==> src/rtl/axis_pkg.sv <==
// Shared AXI-Stream types for the NoC injection path: flit/ID widths,
// master/slave channel bundles and the serializer state encoding.
package axis_pkg;

   localparam int AXIS_DATA_WIDTH = 32;
   localparam int AXIS_ID_WIDTH   = 4;

   typedef struct packed {
      logic                       TVALID;
      logic [AXIS_DATA_WIDTH-1:0] TDATA;
      logic                       TLAST;
      logic [AXIS_ID_WIDTH-1:0]   TID;
   } axis_mosi_t;

   typedef struct packed {
      logic TREADY;
   } axis_miso_t;

   typedef enum logic {
      IDLE = 1'b0,
      SEND = 1'b1
   } ser_state_t;

endpackage

==> src/rtl/stream_serializer.sv <==
// Wide-to-narrow AXI-Stream transmitter: one wide word per handshake is sent
// as a packet of up to RATIO flits, LS flit first, TLAST on the final flit.
module stream_serializer
   import axis_pkg::*;
#(
   parameter  int DATA_WIDTH = 32,
   parameter  int IN_WIDTH   = 128,
   parameter  int ID_WIDTH   = 4,
   localparam int RATIO      = IN_WIDTH / DATA_WIDTH,
   localparam int LEN_WIDTH  = $clog2(RATIO + 1)
) (
   input  logic                 ACLK,
   input  logic                 ARESETn,
   input  logic                 in_valid_i,
   output logic                 in_ready_o,
   input  logic [IN_WIDTH-1:0]  in_data_i,
   input  logic [LEN_WIDTH-1:0] in_len_i,
   input  logic [ID_WIDTH-1:0]  in_id_i,
   output axis_mosi_t           out_mosi_o,
   input  axis_miso_t           out_miso_i
);

   localparam int CNT_WIDTH = $clog2(RATIO);

   if (RATIO < 2) begin : g_bad_ratio
      $error("stream_serializer: IN_WIDTH/DATA_WIDTH must be at least 2");
   end
   if (IN_WIDTH % DATA_WIDTH != 0) begin : g_bad_multiple
      $error("stream_serializer: IN_WIDTH must be a multiple of DATA_WIDTH");
   end
   if (DATA_WIDTH != AXIS_DATA_WIDTH || ID_WIDTH != AXIS_ID_WIDTH) begin : g_bad_pkg
      $error("stream_serializer: widths must match axis_pkg");
   end

   ser_state_t           state_q;
   logic [IN_WIDTH-1:0]  shift_q;
   logic [LEN_WIDTH-1:0] len_q;
   logic [CNT_WIDTH-1:0] cnt_q;
   logic [ID_WIDTH-1:0]  id_q;

   logic [LEN_WIDTH-1:0] eff_len_d;
   logic                 last_flit;
   logic                 in_hs;

   always_comb begin
      // 0 and anything above RATIO both mean a full-length packet
      if (in_len_i == '0 || in_len_i > LEN_WIDTH'(RATIO)) begin
         eff_len_d = LEN_WIDTH'(RATIO);
      end else begin
         eff_len_d = in_len_i;
      end

      last_flit  = (state_q == SEND) && (LEN_WIDTH'(cnt_q) == len_q - LEN_WIDTH'(1));
      in_ready_o = ARESETn & ((state_q == IDLE) | (last_flit & out_miso_i.TREADY));
      in_hs      = in_valid_i & in_ready_o;

      out_mosi_o.TVALID = (state_q == SEND);
      out_mosi_o.TDATA  = shift_q[DATA_WIDTH-1:0];
      out_mosi_o.TLAST  = last_flit;
      out_mosi_o.TID    = id_q;
   end

   always_ff @(posedge ACLK) begin
      if (!ARESETn) begin
         state_q <= IDLE;
         shift_q <= '0;
         len_q   <= '0;
         cnt_q   <= '0;
         id_q    <= '0;
      end else if (in_hs) begin
         // covers both IDLE accept and the back-to-back reload on the last flit
         state_q <= SEND;
         shift_q <= in_data_i;
         len_q   <= eff_len_d;
         cnt_q   <= '0;
         id_q    <= in_id_i;
      end else if (state_q == SEND && out_miso_i.TREADY) begin
         if (last_flit) begin
            state_q <= IDLE;
         end else begin
            shift_q <= shift_q >> DATA_WIDTH;
            cnt_q   <= cnt_q + CNT_WIDTH'(1);
         end
      end
   end

endmodule

==> config.mk <==
export PLATFORM = sky130hd
export DESIGN_NAME = stream_serializer
export DESIGN_NICKNAME = d
export VERILOG_FILES = /design/src/rtl/axis_pkg.sv /design/src/rtl/stream_serializer.sv
export SDC_FILE = /design/constraint.sdc
export NUM_CORES = 1
export LEC_CHECK = 0
export BUFFER_PORTS_ARGS = -buffer_cell sky130_fd_sc_hd__buf_2
export CORE_MARGIN = 3
export CORE_UTILIZATION = 50
export CTS_CLUSTER_DIAMETER = 150
export DETAILED_ROUTE_END_ITERATION = 10
export PLACE_DENSITY = 0.78
export SLEW_MARGIN = 20
export SYNTH_ARGS = -nofsm -noshare
export SYNTH_HDL_FRONTEND = slang
export SYNTH_SLANG_ARGS = --single-unit
export TNS_END_PERCENT = 20
==> constraint.sdc <==
create_clock -name ACLK -period 2.14 [get_ports ACLK]
set_input_delay 0.321 -clock ACLK [delete_from_list [all_inputs] [get_ports ACLK]]
set_output_delay 0.321 -clock ACLK [all_outputs]
set_load 0.005 [all_outputs]
==> results.sh <==
export IMPL_drt_total_wl_microns=15300
export IMPL_maxClockFrequency_mhz=479
export IMPL_synth_fp_nets=904
export IMPL_port_buffers=177
export IMPL_drtIter0Drc=515
export IMPL_clockPowerShare_pct=45.5
export IMPL_internal_power_mw=5.08
export IMPL_holdPathEnd="shift_q[98]$_SDFFE_PN0P_"
export IMPL_dr_pass1_iters=5
export IMPL_wl_per_cell_microns=14.7
export IMPL_swShare_pct=24.5
export IMPL_max_slew_margin_rel_pct=75.3
export IMPL_netlist_area_sq_um=5830
export IMPL_clk_latency_ns=0.40
export IMPL_clock_sink_count=138
export IMPL_hold_path_class="in -> reg"
export IMPL_cts_root_buf="clkbuf_16"
export IMPL_yosysWarnings=0
export IMPL_viasPerCell=5.36
export IMPL_drv_slew=0
export IMPL_tightest_slew_ns=0.370
export IMPL_rr_endpoint="len_q[1]$_SDFFE_PN0P_"
export IMPL_layout_cells_non_filler=1039
export IMPL_final_nets=1028
export IMPL_antenna_found_initial=0
export IMPL_r2r_start="len_q[0]$_SDFFE_PN0P_"
export IMPL_p_leak_nw=3.05
export IMPL_cp_required_ns=1.82
export IMPL_final_cell_area_sq_um=7380
export IMPL_final_common_cell="nand2_1"
export IMPL_area_growth_pct=26.5
export IMPL_timing_final_crit_period_ns=2.09
export IMPL_drive_gt1_share_pct=27.4
export IMPL_cts_buffer_depth=2
export IMPL_layout_common_cells="nand2_1, buf_2, dfxtp_1, o21ai_0, a31oi_1"
export IMPL_die_height_microns=114
export IMPL_r2r_worst_path_cells=9
export IMPL_die_w_microns=114
export IMPL_worst_setup_path_type="reg -> out"
export IMPL_hold_start="in_data_i[98]"
export IMPL_diodes=0
export IMPL_initial_core_util_pct=52.4
export IMPL_cts_tree="yes"
export IMPL_io_pins=178
export IMPL_path_max_fanout=3
export IMPL_final_antenna_net_count=0
export IMPL_cts_buffers=17
export IMPL_grt_pass1_vias=5024
export IMPL_ys_seq_area_share_pct=47.4
export IMPL_synth_seq_cells=138
export IMPL_finalSetupViolCount=0
export IMPL_p_sw_mw=1.65
export IMPL_synthCells=763
export IMPL_hpwl_microns=10300
export IMPL_finalHoldViolations=0
export IMPL_grt_max_degree=105
export IMPL_cp_end_kind="primary output"
export IMPL_p_per_area_nw_per_um2=911
export IMPL_synth_cell_types=30
export IMPL_skew_ns=0.00747
export IMPL_worst_endpoint_arrival_ns=1.77
export IMPL_drv_cap=0
export IMPL_dpl_cell_area_sq_um=6650
export IMPL_coreArea_sq_um=11100
export IMPL_start_kind="flop"
export IMPL_rows=38
export IMPL_pwr_share_comb_pct=11.8
export IMPL_holdPathStages=3
export IMPL_ir_drop_mv=0.571
export IMPL_gp_congestion=0.783
export IMPL_dieArea_sq_um=13000
export IMPL_htree_levels=4
export IMPL_path_clk_slew_ns=0.06
export IMPL_period_share_pct=97.5
export IMPL_seqPwrFrac_pct=42.7
export IMPL_avgSynthCellArea_sq_um=7.65
export IMPL_status="complete, no violations"
export IMPL_grt_use_total_pct=22.7
export IMPL_num_vias=5572
export IMPL_grt_ovfl_total=0
export IMPL_dp_cells=1002
export IMPL_rrSetupSlack_ns=0.08
export IMPL_grt_pass1_wl_microns=23900
export IMPL_drc_errors=0
[cells in the mapped netlist, drive strengths merged]
cell / instances / area share (%)
a41oi: 1 / 0.28
nor2b: 6 / 0.64
ha: 2 / 0.43
nand2: 262 / 17
o21a: 2 / 0.26
buf: 52 / 6.3
and2: 2 / 0.21
nor2: 1 / 0.064
and3: 1 / 0.11
or3: 1 / 0.11
xnor2: 2 / 0.30
a31o: 1 / 0.15
o21ai: 98 / 8.4
inv: 5 / 0.32
dfxtp: 138 / 47
mux2i: 4 / 0.69
or2: 2 / 0.21
clkbuf: 45 / 2.9
a21boi: 3 / 0.39
a31oi: 98 / 11
xor2: 2 / 0.30
or3b: 2 / 0.30
a21oi: 33 / 2.8
[how the worst max path moves through the flow]
| stage | from | endpoint | slack (ns) | cells after the start |
|---|---|---|---|---|
| 6_report | len_q[0]$_SDFFE_PN0P_ | in_ready_o | 0.05 | 8 |
| 5_1_grt | len_q[0]$_SDFFE_PN0P_ | in_ready_o | -0.04 | 8 |
| 2_1_floorplan | len_q[0]$_SDFFE_PN0P_ | shift_q[36]$_SDFFE_PN0P_ | 0.27 | 7 |
| 4_1_cts | len_q[0]$_SDFFE_PN0P_ | in_ready_o | 0.01 | 8 |
| 3_3_place_gp | len_q[0]$_SDFFE_PN0P_ | shift_q[64]$_SDFFE_PN0P_ | 0.15 | 9 |
| 3_5_place_dp | len_q[0]$_SDFFE_PN0P_ | shift_q[60]$_SDFFE_PN0P_ | 0.07 | 9 |
[power groups by stage]
stage          clock [mW]  combinational [mW]  sequential (mW)
2_1_floorplan           0               0.508             2.89
3_3_place_gp            0               0.744             2.92
3_5_place_dp            0               0.756             2.92
4_1_cts              3.10               0.763             2.87
5_1_grt              3.22               0.893             2.89
6_report             3.06               0.793             2.87
[area by class of cell]
class,instances,area (sq um)
flip-flops and latches,138,2770
fillers,963,3750
inverters,5,18.8
multi-input cells,523,2590
well taps,140,175
repair buffers,202,1200
clock inverters,14,196
clock buffers,17,425
[worst max-delay path: stages (launching register included)]
cell and delay, ns:
dfxtp_2 0.33, inv_1 0.07, ha_4 0.17, xnor2_2 0.14, buf_4 0.16, and2_4 0.14, a31oi_4 0.18, nor2b_1 0.06
buf_2 0.12
[repair_timing]
item	in CTS	in global routing
resized for setup	2	7
pin swaps	1	3
setup endpoints to repair	1	42
hold buffers	0	0
gates cloned	0	1
buffers inserted	0	5
endpoints found under the hold margin	0	0
[per-layer routing]
layer | global-route usage (%) | part of all wire, % | up-vias
met5 | 0 | 0 | -
met4 | 6.97 | 1.8 | 0
met2 | 33.4 | 43 | 190
met1 | 33.3 | 48 | 2529
met3 | 4.72 | 6.8 | 27
li1 | - | - | 2826
[flip-flops by register name (all words and copies together), names as in the netlist]
register and count:
len_q 3, shift_q 128, id_q 4, state_q 1
cnt_q 2
[stage by stage]
step	hold slack, ns	power, mW	utilization [%]	setup TNS (ns)	setup slack, ns
after global routing	0.141	7.00	66.3	-0.162	-0.0393
after detailed placement	0.442	3.68	59.8	0	0.0713
after CTS	0.136	6.73	65.4	0	0.0119
after global placement	0.444	3.66	59.8	0	0.151
final	0.148	6.72	66.3	0	0.0530
after floorplan	0.431	3.40	-	0	0.268
[cell families (layout without fill, tap and decap cells)]
kind of cell               after synthesis  count (layout)  synth area share, %
buffers and inverters                  102             238                 9.50
and+or+nand+nor                        277             277                 18.5
adders and majority gates                2               2                0.429
AOI/OAI and AO/OA                      236             236                 22.9
muxes                                    4               4                0.686
DFF                                    138             138                 47.4
xor gates and xnor gates                 4               4                0.601
Power figures use the tool's default switching activity.
